[src/rtl/conv2d_event_accumulator_if.sv]
// Event, kernel-weight and feature-map ports of conv2d_event_accumulator.
// The engine uses the slave view; the event source and memories use the master view.
interface conv2d_event_accumulator_if #(
    parameter int COORD_BITS   = 8,
    parameter int IN_CHANNELS  = 2,
    parameter int OUT_CHANNELS = 4,
    parameter int NEURON_BITS  = 8,
    parameter int WEIGHT_BITS  = 4,
    parameter int KERNEL_SIZE  = 3
);
    localparam int KW_ADDR_BITS = (IN_CHANNELS * KERNEL_SIZE * KERNEL_SIZE > 1) ?
                                  $clog2(IN_CHANNELS * KERNEL_SIZE * KERNEL_SIZE) : 1;

    logic                                  ev_valid;
    logic                                  ev_ready;
    logic [COORD_BITS-1:0]                 ev_x;
    logic [COORD_BITS-1:0]                 ev_y;
    logic [IN_CHANNELS-1:0]                ev_spikes;
    logic                                  busy;
    logic                                  kw_en;
    logic [KW_ADDR_BITS-1:0]               kw_addr;
    logic [OUT_CHANNELS*WEIGHT_BITS-1:0]   kw_data;
    logic                                  fm_rd_en;
    logic [COORD_BITS-1:0]                 fm_rd_x;
    logic [COORD_BITS-1:0]                 fm_rd_y;
    logic [OUT_CHANNELS*NEURON_BITS-1:0]   fm_rd_data;
    logic                                  fm_wr_en;
    logic [COORD_BITS-1:0]                 fm_wr_x;
    logic [COORD_BITS-1:0]                 fm_wr_y;
    logic [OUT_CHANNELS*NEURON_BITS-1:0]   fm_wr_data;
    logic                                  fm_grant;

    modport slave (
        input  ev_valid, ev_x, ev_y, ev_spikes, kw_data, fm_rd_data, fm_grant,
        output ev_ready, busy, kw_en, kw_addr, fm_rd_en, fm_rd_x, fm_rd_y,
               fm_wr_en, fm_wr_x, fm_wr_y, fm_wr_data
    );

    modport master (
        output ev_valid, ev_x, ev_y, ev_spikes, kw_data, fm_rd_data, fm_grant,
        input  ev_ready, busy, kw_en, kw_addr, fm_rd_en, fm_rd_x, fm_rd_y,
               fm_wr_en, fm_wr_x, fm_wr_y, fm_wr_data
    );
endinterface

[src/rtl/conv2d_event_accumulator.sv]
// Event-driven 2-D convolution: one read-modify-write per in-bounds kernel position, summing
// the weights of every spiking input channel. Define CONV_SATURATE_EN to clamp instead of wrap.
module conv2d_event_accumulator #(
    parameter int COORD_BITS   = 8,
    parameter int IN_CHANNELS  = 2,
    parameter int OUT_CHANNELS = 4,
    parameter int IMG_WIDTH    = 32,
    parameter int IMG_HEIGHT   = 32,
    parameter int NEURON_BITS  = 8,
    parameter int WEIGHT_BITS  = 4,
    parameter int KERNEL_SIZE  = 3
) (
    input  logic clk,
    input  logic rst_n,
    conv2d_event_accumulator_if.slave bus
);
    localparam int KO  = KERNEL_SIZE / 2;
    localparam int K2  = KERNEL_SIZE * KERNEL_SIZE;
    localparam int KWA = (IN_CHANNELS * K2 > 1) ? $clog2(IN_CHANNELS * K2) : 1;
    localparam int CHW = (IN_CHANNELS > 1) ? $clog2(IN_CHANNELS) : 1;
    localparam int SW  = $clog2(IN_CHANNELS + 1);
    localparam int KB  = (KERNEL_SIZE > 1) ? $clog2(KERNEL_SIZE) : 1;
    localparam int AW  = NEURON_BITS + $clog2(IN_CHANNELS) + 2;
    localparam int FW  = OUT_CHANNELS * NEURON_BITS;
    localparam int NB  = NEURON_BITS;
    localparam int WB  = WEIGHT_BITS;
`ifdef CONV_SATURATE_EN
    localparam logic signed [AW-1:0] SMAX = AW'(2 ** (NEURON_BITS - 1) - 1);
    localparam logic signed [AW-1:0] SMIN = ~SMAX;
`endif

    typedef enum logic [1:0] {IDLE, PREP, RUN, DONE} state_t;
    state_t state_r, state_n;

    logic [COORD_BITS-1:0]  x_r, y_r;
    logic [IN_CHANNELS-1:0] spk_r;
    logic [CHW-1:0]         list_r [IN_CHANNELS];
    logic [CHW-1:0]         list_c [IN_CHANNELS];
    logic [SW-1:0]          n_r, n_c, step_r;
    logic [KB-1:0]          dx_r, dy_r;
    logic [FW-1:0]          fm_r, fm_cur, wr_data_c, hold_data_r;
    logic                   hold_r;
    logic signed [AW-1:0]   acc_r [OUT_CHANNELS];
    logic signed [AW-1:0]   sum;
    logic [CHW-1:0]         ch_sel;
    int                     tx, ty;
    int unsigned            cnt;
    logic                   inb, last_pos, rd_c, wr_c, kw_c, stall, advance;

    // Ascending list of spiking channel indices, latched in PREP.
    always_comb begin
        cnt = 0;
        for (int unsigned j = 0; j < IN_CHANNELS; j++) list_c[j] = '0;
        for (int unsigned i = 0; i < IN_CHANNELS; i++) begin
            if (spk_r[i]) begin
                for (int unsigned j = 0; j < IN_CHANNELS; j++)
                    if (j == cnt) list_c[j] = CHW'(i);
                cnt = cnt + 1;
            end
        end
        n_c = SW'(cnt);
    end

    always_comb begin
        tx       = int'(x_r) + int'(dx_r) - KO;
        ty       = int'(y_r) + int'(dy_r) - KO;
        inb      = (tx >= 0) && (tx < IMG_WIDTH) && (ty >= 0) && (ty < IMG_HEIGHT);
        last_pos = (dx_r == KB'(KERNEL_SIZE - 1)) && (dy_r == KB'(KERNEL_SIZE - 1));
        ch_sel   = '0;
        for (int unsigned i = 0; i < IN_CHANNELS; i++)
            if (SW'(i) == step_r) ch_sel = list_r[i];
        // fm_rd_data is only live in step 1; later steps use the registered copy.
        fm_cur    = (step_r == SW'(1)) ? bus.fm_rd_data : fm_r;
        wr_data_c = '0;
        sum       = '0;
        for (int unsigned c = 0; c < OUT_CHANNELS; c++) begin
            sum = AW'($signed(fm_cur[c*NB +: NB])) + acc_r[c]
                + AW'($signed(bus.kw_data[c*WB +: WB]));
`ifdef CONV_SATURATE_EN
            if (sum > SMAX)      wr_data_c[c*NB +: NB] = SMAX[NB-1:0];
            else if (sum < SMIN) wr_data_c[c*NB +: NB] = SMIN[NB-1:0];
            else                 wr_data_c[c*NB +: NB] = sum[NB-1:0];
`else
            wr_data_c[c*NB +: NB] = sum[NB-1:0];
`endif
        end
    end

    always_ff @(posedge clk or negedge rst_n) begin
        if (!rst_n) state_r <= IDLE;
        else        state_r <= state_n;
    end

    always_comb begin
        state_n = state_r;
        rd_c    = 1'b0;
        wr_c    = 1'b0;
        kw_c    = 1'b0;
        stall   = 1'b0;
        advance = 1'b0;
        case (state_r)
            IDLE: if (bus.ev_valid) state_n = PREP;
            PREP: state_n = (n_c == '0) ? DONE : RUN;
            RUN: begin
                if (inb) begin
                    if (step_r == '0) begin
                        rd_c = 1'b1;
                        kw_c = 1'b1;
                    end else if (step_r < n_r) begin
                        kw_c = 1'b1;
                    end else begin
                        wr_c = 1'b1;
                    end
                end
                stall   = !bus.fm_grant && (rd_c || wr_c);
                advance = !stall && (!inb || step_r == n_r);
                if (advance && last_pos) state_n = DONE;
            end
            DONE:    state_n = IDLE;
            default: state_n = IDLE;
        endcase
        bus.ev_ready   = (state_r == IDLE);
        bus.busy       = (state_r != IDLE);
        bus.kw_en      = kw_c;
        bus.kw_addr    = kw_c ? KWA'(int'(ch_sel) * K2 + int'(dy_r) * KERNEL_SIZE + int'(dx_r)) : '0;
        bus.fm_rd_en   = rd_c;
        bus.fm_rd_x    = rd_c ? COORD_BITS'(tx) : '0;
        bus.fm_rd_y    = rd_c ? COORD_BITS'(ty) : '0;
        bus.fm_wr_en   = wr_c;
        bus.fm_wr_x    = wr_c ? COORD_BITS'(tx) : '0;
        bus.fm_wr_y    = wr_c ? COORD_BITS'(ty) : '0;
        bus.fm_wr_data = wr_c ? (hold_r ? hold_data_r : wr_data_c) : '0;
    end

    always_ff @(posedge clk or negedge rst_n) begin
        if (!rst_n) begin
            x_r         <= '0;
            y_r         <= '0;
            spk_r       <= '0;
            n_r         <= '0;
            step_r      <= '0;
            dx_r        <= '0;
            dy_r        <= '0;
            fm_r        <= '0;
            hold_r      <= 1'b0;
            hold_data_r <= '0;
            for (int unsigned i = 0; i < IN_CHANNELS; i++) list_r[i] <= '0;
            for (int unsigned c = 0; c < OUT_CHANNELS; c++) acc_r[c] <= '0;
        end else begin
            case (state_r)
                IDLE: if (bus.ev_valid) begin
                    x_r   <= bus.ev_x;
                    y_r   <= bus.ev_y;
                    spk_r <= bus.ev_spikes;
                end
                PREP: begin
                    for (int unsigned i = 0; i < IN_CHANNELS; i++) list_r[i] <= list_c[i];
                    for (int unsigned c = 0; c < OUT_CHANNELS; c++) acc_r[c] <= '0;
                    n_r    <= n_c;
                    step_r <= '0;
                    dx_r   <= '0;
                    dy_r   <= '0;
                    hold_r <= 1'b0;
                end
                RUN: begin
                    if (advance) begin
                        for (int unsigned c = 0; c < OUT_CHANNELS; c++) acc_r[c] <= '0;
                        step_r <= '0;
                        hold_r <= 1'b0;
                        if (dx_r == KB'(KERNEL_SIZE - 1)) begin
                            dx_r <= '0;
                            dy_r <= dy_r + KB'(1);
                        end else begin
                            dx_r <= dx_r + KB'(1);
                        end
                    end else if (stall) begin
                        // Freeze the write word on the first stalled cycle; its sources may not hold.
                        if (wr_c && !hold_r) begin
                            hold_r      <= 1'b1;
                            hold_data_r <= wr_data_c;
                        end
                    end else begin
                        step_r <= step_r + SW'(1);
                        if (step_r == SW'(1)) fm_r <= bus.fm_rd_data;
                        if (step_r != '0)
                            for (int unsigned c = 0; c < OUT_CHANNELS; c++)
                                acc_r[c] <= acc_r[c] + AW'($signed(bus.kw_data[c*WB +: WB]));
                    end
                end
                default: ;
            endcase
        end
    end
endmodule
[src/flat_wrapper.sv]
// flat-port wrapper written by rule: the top's interface ports become plain ports
module conv2d_event_accumulator_flat 
#(
    parameter int COORD_BITS   = 8,
    parameter int IN_CHANNELS  = 2,
    parameter int OUT_CHANNELS = 4,
    parameter int IMG_WIDTH    = 32,
    parameter int IMG_HEIGHT   = 32,
    parameter int NEURON_BITS  = 8,
    parameter int WEIGHT_BITS  = 4,
    parameter int KERNEL_SIZE  = 3
)
  (clk, rst_n, bus_ev_valid, bus_ev_x, bus_ev_y, bus_ev_spikes, bus_kw_data, bus_fm_rd_data, bus_fm_grant, bus_ev_ready, bus_busy, bus_kw_en, bus_kw_addr, bus_fm_rd_en, bus_fm_rd_x, bus_fm_rd_y, bus_fm_wr_en, bus_fm_wr_x, bus_fm_wr_y, bus_fm_wr_data);
  conv2d_event_accumulator_if #(.COORD_BITS(COORD_BITS), .IN_CHANNELS(IN_CHANNELS), .OUT_CHANNELS(OUT_CHANNELS), .NEURON_BITS(NEURON_BITS), .WEIGHT_BITS(WEIGHT_BITS), .KERNEL_SIZE(KERNEL_SIZE)) bus_i ();
  input  logic clk;
  input  logic rst_n;
  input wire logic [$bits(bus_i.ev_valid)-1:0] bus_ev_valid;
  input wire logic [$bits(bus_i.ev_x)-1:0] bus_ev_x;
  input wire logic [$bits(bus_i.ev_y)-1:0] bus_ev_y;
  input wire logic [$bits(bus_i.ev_spikes)-1:0] bus_ev_spikes;
  input wire logic [$bits(bus_i.kw_data)-1:0] bus_kw_data;
  input wire logic [$bits(bus_i.fm_rd_data)-1:0] bus_fm_rd_data;
  input wire logic [$bits(bus_i.fm_grant)-1:0] bus_fm_grant;
  output wire logic [$bits(bus_i.ev_ready)-1:0] bus_ev_ready;
  output wire logic [$bits(bus_i.busy)-1:0] bus_busy;
  output wire logic [$bits(bus_i.kw_en)-1:0] bus_kw_en;
  output wire logic [$bits(bus_i.kw_addr)-1:0] bus_kw_addr;
  output wire logic [$bits(bus_i.fm_rd_en)-1:0] bus_fm_rd_en;
  output wire logic [$bits(bus_i.fm_rd_x)-1:0] bus_fm_rd_x;
  output wire logic [$bits(bus_i.fm_rd_y)-1:0] bus_fm_rd_y;
  output wire logic [$bits(bus_i.fm_wr_en)-1:0] bus_fm_wr_en;
  output wire logic [$bits(bus_i.fm_wr_x)-1:0] bus_fm_wr_x;
  output wire logic [$bits(bus_i.fm_wr_y)-1:0] bus_fm_wr_y;
  output wire logic [$bits(bus_i.fm_wr_data)-1:0] bus_fm_wr_data;
  assign bus_i.ev_valid = bus_ev_valid;
  assign bus_i.ev_x = bus_ev_x;
  assign bus_i.ev_y = bus_ev_y;
  assign bus_i.ev_spikes = bus_ev_spikes;
  assign bus_i.kw_data = bus_kw_data;
  assign bus_i.fm_rd_data = bus_fm_rd_data;
  assign bus_i.fm_grant = bus_fm_grant;
  assign bus_ev_ready = bus_i.ev_ready;
  assign bus_busy = bus_i.busy;
  assign bus_kw_en = bus_i.kw_en;
  assign bus_kw_addr = bus_i.kw_addr;
  assign bus_fm_rd_en = bus_i.fm_rd_en;
  assign bus_fm_rd_x = bus_i.fm_rd_x;
  assign bus_fm_rd_y = bus_i.fm_rd_y;
  assign bus_fm_wr_en = bus_i.fm_wr_en;
  assign bus_fm_wr_x = bus_i.fm_wr_x;
  assign bus_fm_wr_y = bus_i.fm_wr_y;
  assign bus_fm_wr_data = bus_i.fm_wr_data;
  conv2d_event_accumulator #(.COORD_BITS(COORD_BITS), .IN_CHANNELS(IN_CHANNELS), .OUT_CHANNELS(OUT_CHANNELS), .IMG_WIDTH(IMG_WIDTH), .IMG_HEIGHT(IMG_HEIGHT), .NEURON_BITS(NEURON_BITS), .WEIGHT_BITS(WEIGHT_BITS), .KERNEL_SIZE(KERNEL_SIZE)) u_core (.clk(clk), .rst_n(rst_n), .bus(bus_i));
endmodule
[config.mk]
export PLATFORM = sky130hd
export DESIGN_NAME = conv2d_event_accumulator_flat
export DESIGN_NICKNAME = d
export VERILOG_FILES = /design/src/rtl/conv2d_event_accumulator_if.sv /design/src/rtl/conv2d_event_accumulator.sv /design/src/flat_wrapper.sv
export SDC_FILE = /design/constraint.sdc
export NUM_CORES = 1
export LEC_CHECK = 0
export BUFFER_PORTS_ARGS = -buffer_cell sky130_fd_sc_hd__clkbuf_2
export CAP_MARGIN = 20
export CORE_ASPECT_RATIO = 2
export CORE_MARGIN = 2
export CORE_UTILIZATION = 55
export CTS_CLUSTER_SIZE = 20
export DETAILED_ROUTE_END_ITERATION = 10
export PLACE_DENSITY = 0.86
export SYNTH_ARGS = -nofsm -noshare
export SYNTH_HDL_FRONTEND = slang
export SYNTH_SLANG_ARGS = --single-unit
[constraint.sdc]
create_clock -name clk -period 5.15 [get_ports clk]
set_input_delay 0.7725 -clock clk [delete_from_list [all_inputs] [get_ports clk]]
set_output_delay 0.7725 -clock clk [all_outputs]
set_load 0.05 [all_outputs]
* After elaboration in Yosys (flattened, before gate mapping)
Cells that the tools add are included. Widths: inputs -> output; s select.
Storage, ports and cells: bits in latches 0, output and inout bits 74, flip-flop bits (word level) 139, bits in read-only memories 0, bits of input ports 70, memory bits (writable) 0, logic and storage cells 146, memories 0
Operators by class: $lt $le $gt $ge 5, add/subtract/negate cells 22, bitwise operators 2, shifts and indexed selects 0, equal/unequal tests 17, multipliers 2, reduce and logical (&&, ||, !) cells 30, div/mod/pow operators 0, muxes and demuxes 51
Operator list (number):
- $mux 44 | 3
- $mux 32 | 3
- $pmux 44 s2 | 1
- $ge 32x1->1 const B | 2
- $lt 32x7->1 const B | 2
- $sub 32x2->32 const B | 2
- $add 11x4->11 | 4
- $add 8x4->8 | 4
- $add 8x8->8 | 4
- $logic_not 32->1 | 1
- $mux 8 | 4
- $mux 1 | 24
- $mux 2 | 10
- $add 8x2->9 | 2
- $pmux 2 s2 | 3
- $reduce_and 3->1 | 4
- $ne 3x1->1 const B | 3
- $eq 2x2->1 const B | 4
- $logic_and 1x1->1 | 8
- $pmux 2 s4 | 1
- $reduce_and 2->1 | 4
- $add 2x1->2 const B | 3
- $logic_not 2->1 | 3
- $ne 2x1->1 const B | 3
- 19 further kinds | 27

* Logic depth before layout (Yosys ltp)
Gate-level depths: netlist of run 1.
word-level depth 15, gate-level depth with buffers 19, mapped depth without buffers 18

* Least setup slack after synthesis of run 1
No wires, ideal clock.
path type register -> output, start register u_core.dx_r[0], end output bus_fm_rd_x[2], stages on the path, launching flop included 18, arrival 4.469 ns, path buffers 2, path slack -0.092 ns, cells stage by stage dfrtp_1 > ha_1 > inv_1 > fa_1 > ha_1 > nor4b_1 > nand2_1 > mux2_2 > a21oi_1 > ha_1 > nand3_1 > a211o_1 > or3_4 > a21oi_2 > clkbuf_1 > nand2_1 > clkbuf_1 > nor2_1
Between the ends: cells in the longest elaborated chain, start to end 10, elaborated cells on any way between the ends 11, those cells by class add/sub: 2; order compare: 2; mux: 4; reduce/logical: 3
RTL lines:
- from (decl) | RTL line conv2d_event_accumulator.sv:40 | logic [KB-1:0] dx_r, dy_r;
- from (signal assigned) | RTL line conv2d_event_accumulator.sv:174 | dx_r <= dx_r + KB'(1);
- $add 8x2->9 * | RTL line conv2d_event_accumulator.sv:65 | tx = int'(x_r) + int'(dx_r) - KO;
- $sub 32x2->32 * | RTL line conv2d_event_accumulator.sv:65
- $ge 32x1->1 / $lt 32x7->1 (equally long branches) | RTL line conv2d_event_accumulator.sv:67 | inb = (tx >= 0) && (tx < IMG_WIDTH) && (ty >= 0) && (ty < IMG_HEIGHT);
- $logic_and 1x1->1 (3 in series) | RTL line conv2d_event_accumulator.sv:67
- $mux 1 | RTL line conv2d_event_accumulator.sv:105 | if (inb) begin
- $mux 1 (2 in series) | RTL line conv2d_event_accumulator.sv:101 | case (state_r)
- $mux 8 * | RTL line conv2d_event_accumulator.sv:127 | bus.fm_rd_x = rd_c ? COORD_BITS'(tx) : '0;
- to (decl) | RTL line flat_wrapper.sv:29 | output wire logic [$bits(bus_i.fm_rd_x)-1:0] bus_fm_rd_x;
Mark *: on every way between the ends. The rest lies on a longest branch, timed or not. The select of a mux whose other input is x is not followed.

* Worst setup path in the final report of run 1
start register u_core.x_r[0], end output bus_fm_wr_data[30]
Between the ends: cells in the longest elaborated chain, start to end 10, elaborated cells on any way between the ends 11, those cells by class add/sub: 2; order compare: 2; mux: 4; reduce/logical: 3
RTL lines:
- from (decl) | RTL line conv2d_event_accumulator.sv:35 | logic [COORD_BITS-1:0] x_r, y_r;
- from (signal assigned) | RTL line conv2d_event_accumulator.sv:152 | x_r <= bus.ev_x;
- $add 8x2->9 * | RTL line conv2d_event_accumulator.sv:65
- $sub 32x2->32 * | RTL line conv2d_event_accumulator.sv:65
- $ge 32x1->1 / $lt 32x7->1 (equally long branches) | RTL line conv2d_event_accumulator.sv:67
- $logic_and 1x1->1 * (3 in series) | RTL line conv2d_event_accumulator.sv:67
- $mux 1 * | RTL line conv2d_event_accumulator.sv:105
- $mux 1 * (2 in series) | RTL line conv2d_event_accumulator.sv:101
- $mux 32 * | RTL line conv2d_event_accumulator.sv:132 | bus.fm_wr_data = wr_c ? (hold_r ? hold_data_r : wr_data_c) : '0;
- to (decl) | RTL line flat_wrapper.sv:34 | output wire logic [$bits(bus_i.fm_wr_data)-1:0] bus_fm_wr_data;
Marks and branches as above.

==> results of run 1 <==
layout by cell type, fill, tap and decap left out, drive strengths merged, types with 21 or more instances in the layout:
cell type,instances
a21o,27
a21oi,56
buf,78
clkbuf,104
dfrtp,126
fa,40
ha,79
inv,50
mux2,101
mux2i,43
nand2,39
nor2,94
o21ai,52
o31ai,21
xnor2,52
xor2,27
layer usage:
layer	vias up	track usage, %	part of all wire (%)	routed length, um
li1	3634	-	-	-
met5	-	0	0	0
met2	413	51.0	54	15600
met1	4080	27.8	32	9390
met4	0	17.7	8.2	2390
met3	143	5.52	5.6	1630
timing repair:
action / in CTS / in global routing
endpoints found under the setup margin: 60 / 60
buffers inserted: 0 / 7
gates resized for setup: 63 / 80
gates cloned: 1 / 6
pin swaps: 1 / 9
logic make-up after synthesis:
family / Yosys count / share of synthesized area [%]
adder cells (fa/ha/maj): 119 / 18.1
buffers and inverters: 108 / 4.89
AND/OR/NAND/NOR: 196 / 9.27
multiplexers: 144 / 16.4
XOR/XNOR: 79 / 7.06
other: 1 / 0.0378
AO/OA/AOI/OAI: 194 / 12.4
flip-flops: 126 / 31.8
power by group through the flow:
stage	clock network (mW)	registers [mW]	logic (mW)
floorplan	0	1.19	1.33
global placement	0	1.28	1.64
detailed placement	0	1.28	1.69
CTS	1.21	1.27	1.76
global route	1.25	1.30	2.09
finish	1.20	1.28	1.91
cell usage after synthesis, drive strengths merged (2+ instances only):
master	count
nand3b	2
nand2	39
nand2b	5
clkbuf	27
nor4b	2
a21oi	56
nor3	7
and2	2
nand4b	2
nand3	13
nor2	94
nor2b	3
dfrtp	126
ha	79
fa	40
xnor2	52
nor4	2
nand4	5
o31ai	21
a211oi	6
o21bai	8
a22o	3
or3	3
mux2	101
or2	3
inv	50
and3	8
mux2i	43
a21o	27
xor2	27
a31o	2
o41ai	5
buf	30
o21ai	52
a31oi	4
cell type report:
cell class | count | area [sq um]
Timing Repair Buffer | 164 | 1710
Tap cell | 213 | 267
Multi-Input combinational cell | 744 | 6670
Sequential cell | 126 | 3150
Fill cell | 1110 | 5110
Clock inverter | 13 | 144
Clock buffer | 18 | 439
Inverter | 51 | 194
worst max-delay path: cells and delay by family, from the launching register on:
family	cells	cell delay (ns)
compound gates	3	0.62
fa+ha+maj	4	1.09
buf+inv	3	0.47
flops	1	0.36
mux	1	0.32
simple gates	6	1.04
through the flow:
| step | cells | hold WS (ns) | total power, mW | area (sq um) | TNS (ns) |
|---|---|---|---|---|---|
| 5_1_grt | 1329 | 0.512 | 4.64 | 12600 | -3.42 |
| 4_1_cts | 1315 | 0.481 | 4.24 | 12100 | 0 |
| 6_report | 1329 | 0.458 | 4.39 | 12600 | 0 |
| 2_1_floorplan | 978 | 0.470 | 2.52 | 9950 | -0.772 |
| 3_3_place_gp | 1283 | 0.478 | 2.92 | 11300 | 0 |
| 3_5_place_dp | 1283 | 0.492 | 2.97 | 11300 | 0 |
how the worst min path moves through the flow:
stage	startpoint	to	slack (ns)	depth (start not counted)
after floorplan	u_core.acc_r[7]$_DFFE_PN0P_	u_core.acc_r[7]$_DFFE_PN0P_	0.47	1
after global placement	u_core.acc_r[7]$_DFFE_PN0P_	u_core.acc_r[7]$_DFFE_PN0P_	0.48	1
after detailed placement	u_core.acc_r[18]$_DFFE_PN0P_	u_core.acc_r[18]$_DFFE_PN0P_	0.49	1
after CTS	rst_n	u_core.hold_data_r[5]$_DFFE_PN0P_	0.48	1
after global routing	u_core.fm_r[5]$_DFFE_PN0P_	u_core.fm_r[5]$_DFFE_PN0P_	0.51	1
final	rst_n	u_core.spk_r[1]$_DFFE_PN0P_	0.46	1
state kept, by name, summed over array words and instances (netlist names):
register and count:
u_core.acc_r 32, u_core.fm_r 32, u_core.hold_data_r 32, u_core.x_r 8, u_core.y_r 8, u_core.dx_r 2, u_core.dy_r 2, u_core.n_r 2
u_core.spk_r 2, u_core.state_r 2, u_core.step_r 2, u_core.hold_r 1, u_core.list_r 1
==> flow_summary.ini, run 1 <==
[status]
status = finished clean

[power_and_ir_drop]
power_frac_clock_pct = 27.4
switchingPower_mw = 1.83
p_per_area_nw_per_um2 = 349
p_int_mw = 2.57
leakage_nw = 6.17
ir_drop_mv = 0.403
power.share.combinational_pct = 43.5
seqPwrFrac_pct = 29.1
p_sw_share_pct = 41.5

[setup_path]
crit_path_end = bus_fm_wr_data[30]
cp.required_ns = 4.38
timing.rr.end = u_core.hold_data_r[14]$_DFFE_PN0P_
crit_fanout = 8
reg2reg_from = u_core.x_r[0]$_DFFE_PN0P_
arrival_ns = 4.33
r2r_slack_ns = 0.52
startpoint = u_core.x_r[0]$_DFFE_PN0P_
timing.critical_path.cells = ha_2 -> inv_1 -> fa_2 -> ha_4 -> nor4b_4 -> nand2_1 -> mux2_4 -> a21oi_2 -> ha_1 -> nand3_1 -> a211o_1 -> or3_4 -> a21oi_4 -> nand2_8 -> buf_12 -> nor2_2 -> clkbuf_8
worst-r2r-cell-count = 19
slowest_stage = fa_2
slowest_delay_ns = 0.59
start_kind = flip-flop
worst-setup-path-type = flip-flop to output port
end_kind = output port

[floorplan]
die-area_sq_um = 19200
io_pins = 144
rows = 69
die_x_um = 98.9
initial_core_util_pct = 56.0
core_area_sq_um = 17700
die_h_um = 194

[synthesis]
yosysWarnings = 0
async_flop_share_pct = 100
syn_avg_cell_area_sq_um = 10.2
synth_area_leader_cell = dfrtp_1
synth_edf_count = 0
ys_seq_area_share_pct = 31.8
syn_area_sq_um = 9910
ys.flop_type = dfrtp_1
yosysTopAreaCellShare_pct = 31.8
synth_area_leaders = dfrtp_1 (32%), ha_1 (10%), mux2_2 (9.7%), fa_1 (8.1%), xnor2_1 (4.5%)
yosysUniqueCellTypes = 65
synth_cells = 967
synth-seq-cells = 126

[sta]
final_max_slew_viol_count = 0
worst_pin_slew_ns = 0.876
worst_slew_margin_rel_pct = 41.6
fin_crit_ns = 5.10
hold_viol_final = 0
max_freq_mhz = 196
timing.final.ws_setup_ns = 0.0474
post-route-period-util_pct = 99.1
fin_skew_ns = 0.0107
setup_viol = 0
grt_setup_unrepaired = true

[place]
dp_hpwl_um = 18500
gp_congestion = 0.902
io_buffer_count = 131
dpl_worst_slack_ns = 0.173

[clock_tree]
clk_path_buf_depth = 2
clock_latency_ns = 0.43
cts_tree = done
ctsHoldBuffers = 0
htree_levels = 4
clk_pin_slew_ns = 0.05
cts_buffers = 17
cts_num_sinks = 126
cts-root-buf = clkbuf_16

[flow_run]
drv_cap = 0

[detailed_routing]
drc = 0
vias_per_cell = 6.22
drtIter0Drc = 570
drt_pass1_iterations = 5
routedWlPerCell_um = 21.8
num_vias = 8270
postRouteAntennaNets = 0
drt_wl_total_um = 29000

[min_path]
hold_path.class = input pin to async pin

[cells_and_area]
utilization_pct = 71.1
diodes = 0
areaGrowthSynthToFinish_pct = 27.0
final_layout_size_suffix_gt1_share_pct = 33.9
layout.nets = 1293

[global_route]
grt_use_total_pct = 27.8
grt-ovfl-total = 0
grt_pass1_wl_um = 42600
grt_max_degree = 62
antenna_found_initial = 0
grt_pass1_vias = 8778
No activity file was read; power rests on OpenSTA's default activity.
==> run 2: changes to the inputs <==
Settings changed: ABC_AREA set to 1.
==> flow_summary.ini, run 2 <==
[synthesis]
synth_edf_count = 0
synthTopCellsByCount = nand2_1 (375), dfrtp_1 (126), nor2_1 (122)
syn_avg_cell_area_sq_um = 7.67
synth.most_common_cell = nand2_1
ys_seq_area_share_pct = 31.6
ys.flop_type = dfrtp_1
synth_area_leaders = dfrtp_1 (32%), nand2_1 (14%), ha_1 (9.9%), fa_1 (8.0%), nor2_1 (4.6%)
syn_area_sq_um = 9980
synth-seq-cells = 126
synth_area_leader_cell = dfrtp_1
async_flop_share_pct = 100
synth_cells = 1302
yosysTopAreaCellShare_pct = 31.6
yosysUniqueCellTypes = 46
yosysWarnings = 0

[global_route]
grt_pass1_vias = 9419
antenna_found_initial = 0
grt_pass1_wl_um = 42900
grt-ovfl-total = 0
grt_use_total_pct = 27.6
grt_max_degree = 64

[setup_path]
worst-setup-path-type = flip-flop to output port
r2r_slack_ns = 0.87
end_kind = output port
crit_fanout = 24
timing.rr.end = u_core.acc_r[2]$_DFFE_PN0P_
arrival_ns = 4.20
reg2reg_from = u_core.dy_r[0]$_DFFE_PN0P_
worst-r2r-cell-count = 21
cp.required_ns = 4.38
start_kind = flip-flop

[power_and_ir_drop]
ir_drop_mv = 0.490
p_int_mw = 2.61
leakage_nw = 6.22
power_frac_clock_pct = 28.3
seqPwrFrac_pct = 27.5
p_per_area_nw_per_um2 = 380
power.share.combinational_pct = 44.2
switchingPower_mw = 1.94
p_sw_share_pct = 42.7

[floorplan]
die_x_um = 99.3
die-area_sq_um = 19300
rows = 69
core_area_sq_um = 17800
die_h_um = 195
io_pins = 144
initial_core_util_pct = 56.1

[cells_and_area]
final_layout_size_suffix_gt1_share_pct = 17.5
fillers = 1354
final_common_cell = nand2_1
areaGrowthSynthToFinish_pct = 19.9
reg_top3 = u_core.acc_r: 32 flops, u_core.fm_r: 32 flops, u_core.hold_data_r: 32 flops
diodes = 0
layout_common_cells = nand2_1 (373), dfrtp_1 (124), nor2_1 (122), inv_1 (114), clkbuf_2 (100)
utilization_pct = 67.3
layout.nets = 1609

[detailed_routing]
routedWlPerCell_um = 16.1
vias_per_cell = 5.59
drc = 0
postRouteAntennaNets = 0
drt_wl_total_um = 26600
drtIter0Drc = 561
drt_pass1_iterations = 5
num_vias = 9207

[status]
status = finished clean

[clock_tree]
ctsHoldBuffers = 0
cts_tree = done
cts_num_sinks = 126
clk_pin_slew_ns = 0.06
cts_buffers = 17
clk_path_buf_depth = 2
clock_latency_ns = 0.42
cts-root-buf = clkbuf_16
htree_levels = 4

[sta]
setup_viol = 0
final_max_slew_viol_count = 0
setup_tns_ns = 0
hold_viol_final = 0
max_freq_mhz = 201
fin_skew_ns = 0.00644
post-route-period-util_pct = 96.5
worst_slew_margin_rel_pct = 17.5
timing.final.ws_setup_ns = 0.180
fin_crit_ns = 4.97
worst_pin_slew_ns = 1.24

[place]
gp_congestion = 0.926
dpl_worst_slack_ns = 0.326
dp_hpwl_um = 18800
io_buffer_count = 131

[flow_run]
drv_cap = 0

[min_path]
hold_path.class = input pin to async pin
run 2: through the flow:
| stage | hold WS, ns | area [sq um] | std cells | total power [mW] |
|---|---|---|---|---|
| 2_1_floorplan | 0.442 | 10000 | 1313 | 2.76 |
| 3_3_place_gp | 0.461 | 11000 | 1610 | 3.13 |
| 3_5_place_dp | 0.465 | 11000 | 1610 | 3.20 |
| 4_1_cts | 0.447 | 11700 | 1642 | 4.50 |
| 5_1_grt | 0.473 | 12000 | 1646 | 4.89 |
| 6_report | 0.432 | 12000 | 1646 | 4.55 |
run 2: cell families (layout without fill, tap and decap cells):
group,after synthesis,after routing,synth area share [%]
xor+xnor,59,59,5.18
other cells,1,12,0.0376
compound gates,165,165,9.17
mux,6,6,0.664
simple gates,643,643,27.4
buf+inv,183,303,8.01
flops,126,126,31.6
fa+ha+maj,119,119,17.9
run 2: layout make-up:
cell class                 count  area, sq um  share of cell area, %
multi-input combinational   1004         6270                   52.4
sequential                   126         3160                   26.4
timing repair buffer         147         1180                   9.88
inverter                     124          470                   3.93
clock buffer                  21          460                   3.84
tap                          213          267                   2.23
clock inverter                11          164                   1.37
run 2: worst max-delay path: stages (launching register included):
cell      delay [ns]
dfrtp_1         0.40
inv_1           0.09
ha_1            0.20
clkinv_1        0.14
buf_6           0.22
nand2_1         0.10
nand2_1         0.09
fa_1            0.44
ha_1            0.25
fa_1            0.41
nand3_1         0.14
nand2_1         0.06
nand2_1         0.08
nand2_1         0.06
a21oi_1         0.20
xnor2_1         0.16
or2_2           0.30
a21oi_1         0.14
buf_2           0.28
run 2: how the worst max path moves through the flow:
stage	startpoint	to	slack, ns	cells past startpoint
finish	u_core.step_r[1]$_DFFE_PN0P_	bus_fm_wr_data[23]	0.18	18
global route	u_core.dx_r[0]$_DFFE_PN0P_	bus_fm_wr_data[2]	-0.08	22
CTS	u_core.dy_r[0]$_DFFE_PN0P_	bus_fm_wr_data[25]	-0.05	20
detailed placement	u_core.dy_r[0]$_DFFE_PN0P_	bus_fm_wr_data[21]	0.33	20
floorplan	u_core.dy_r[0]$_DFFE_PN0P_	bus_kw_addr[0]	0.08	18
global placement	u_core.dy_r[0]$_DFFE_PN0P_	bus_fm_wr_data[8]	0.45	20
run 2: power by group through the flow:
| stage | Clock, mW | Combinational (mW) | Sequential, mW |
|---|---|---|---|
| finish | 1.29 | 2.01 | 1.25 |
| global route | 1.35 | 2.28 | 1.27 |
| CTS | 1.30 | 1.96 | 1.25 |
| detailed placement | 0 | 1.94 | 1.26 |
| global placement | 0 | 1.87 | 1.26 |
| floorplan | 0 | 1.55 | 1.21 |
run 2: what timing repair did:
action / CTS / global route
gates resized for setup: 7 / 57
setup endpoints to repair: 33 / 58
pin swaps: 0 / 2
buffers inserted: 0 / 1
gates cloned: 0 / 2
run 2: layer usage:
| layer | vias to the layer above | part of all wire [%] | GRT usage, % |
|---|---|---|---|
| li1 | 4382 | - | - |
| met4 | 0 | 4.6 | 15.1 |
| met3 | 84 | 5.3 | 4.03 |
| met1 | 4381 | 35 | 29.2 |
| met2 | 360 | 55 | 51.0 |
| met5 | - | 0 | 0 |
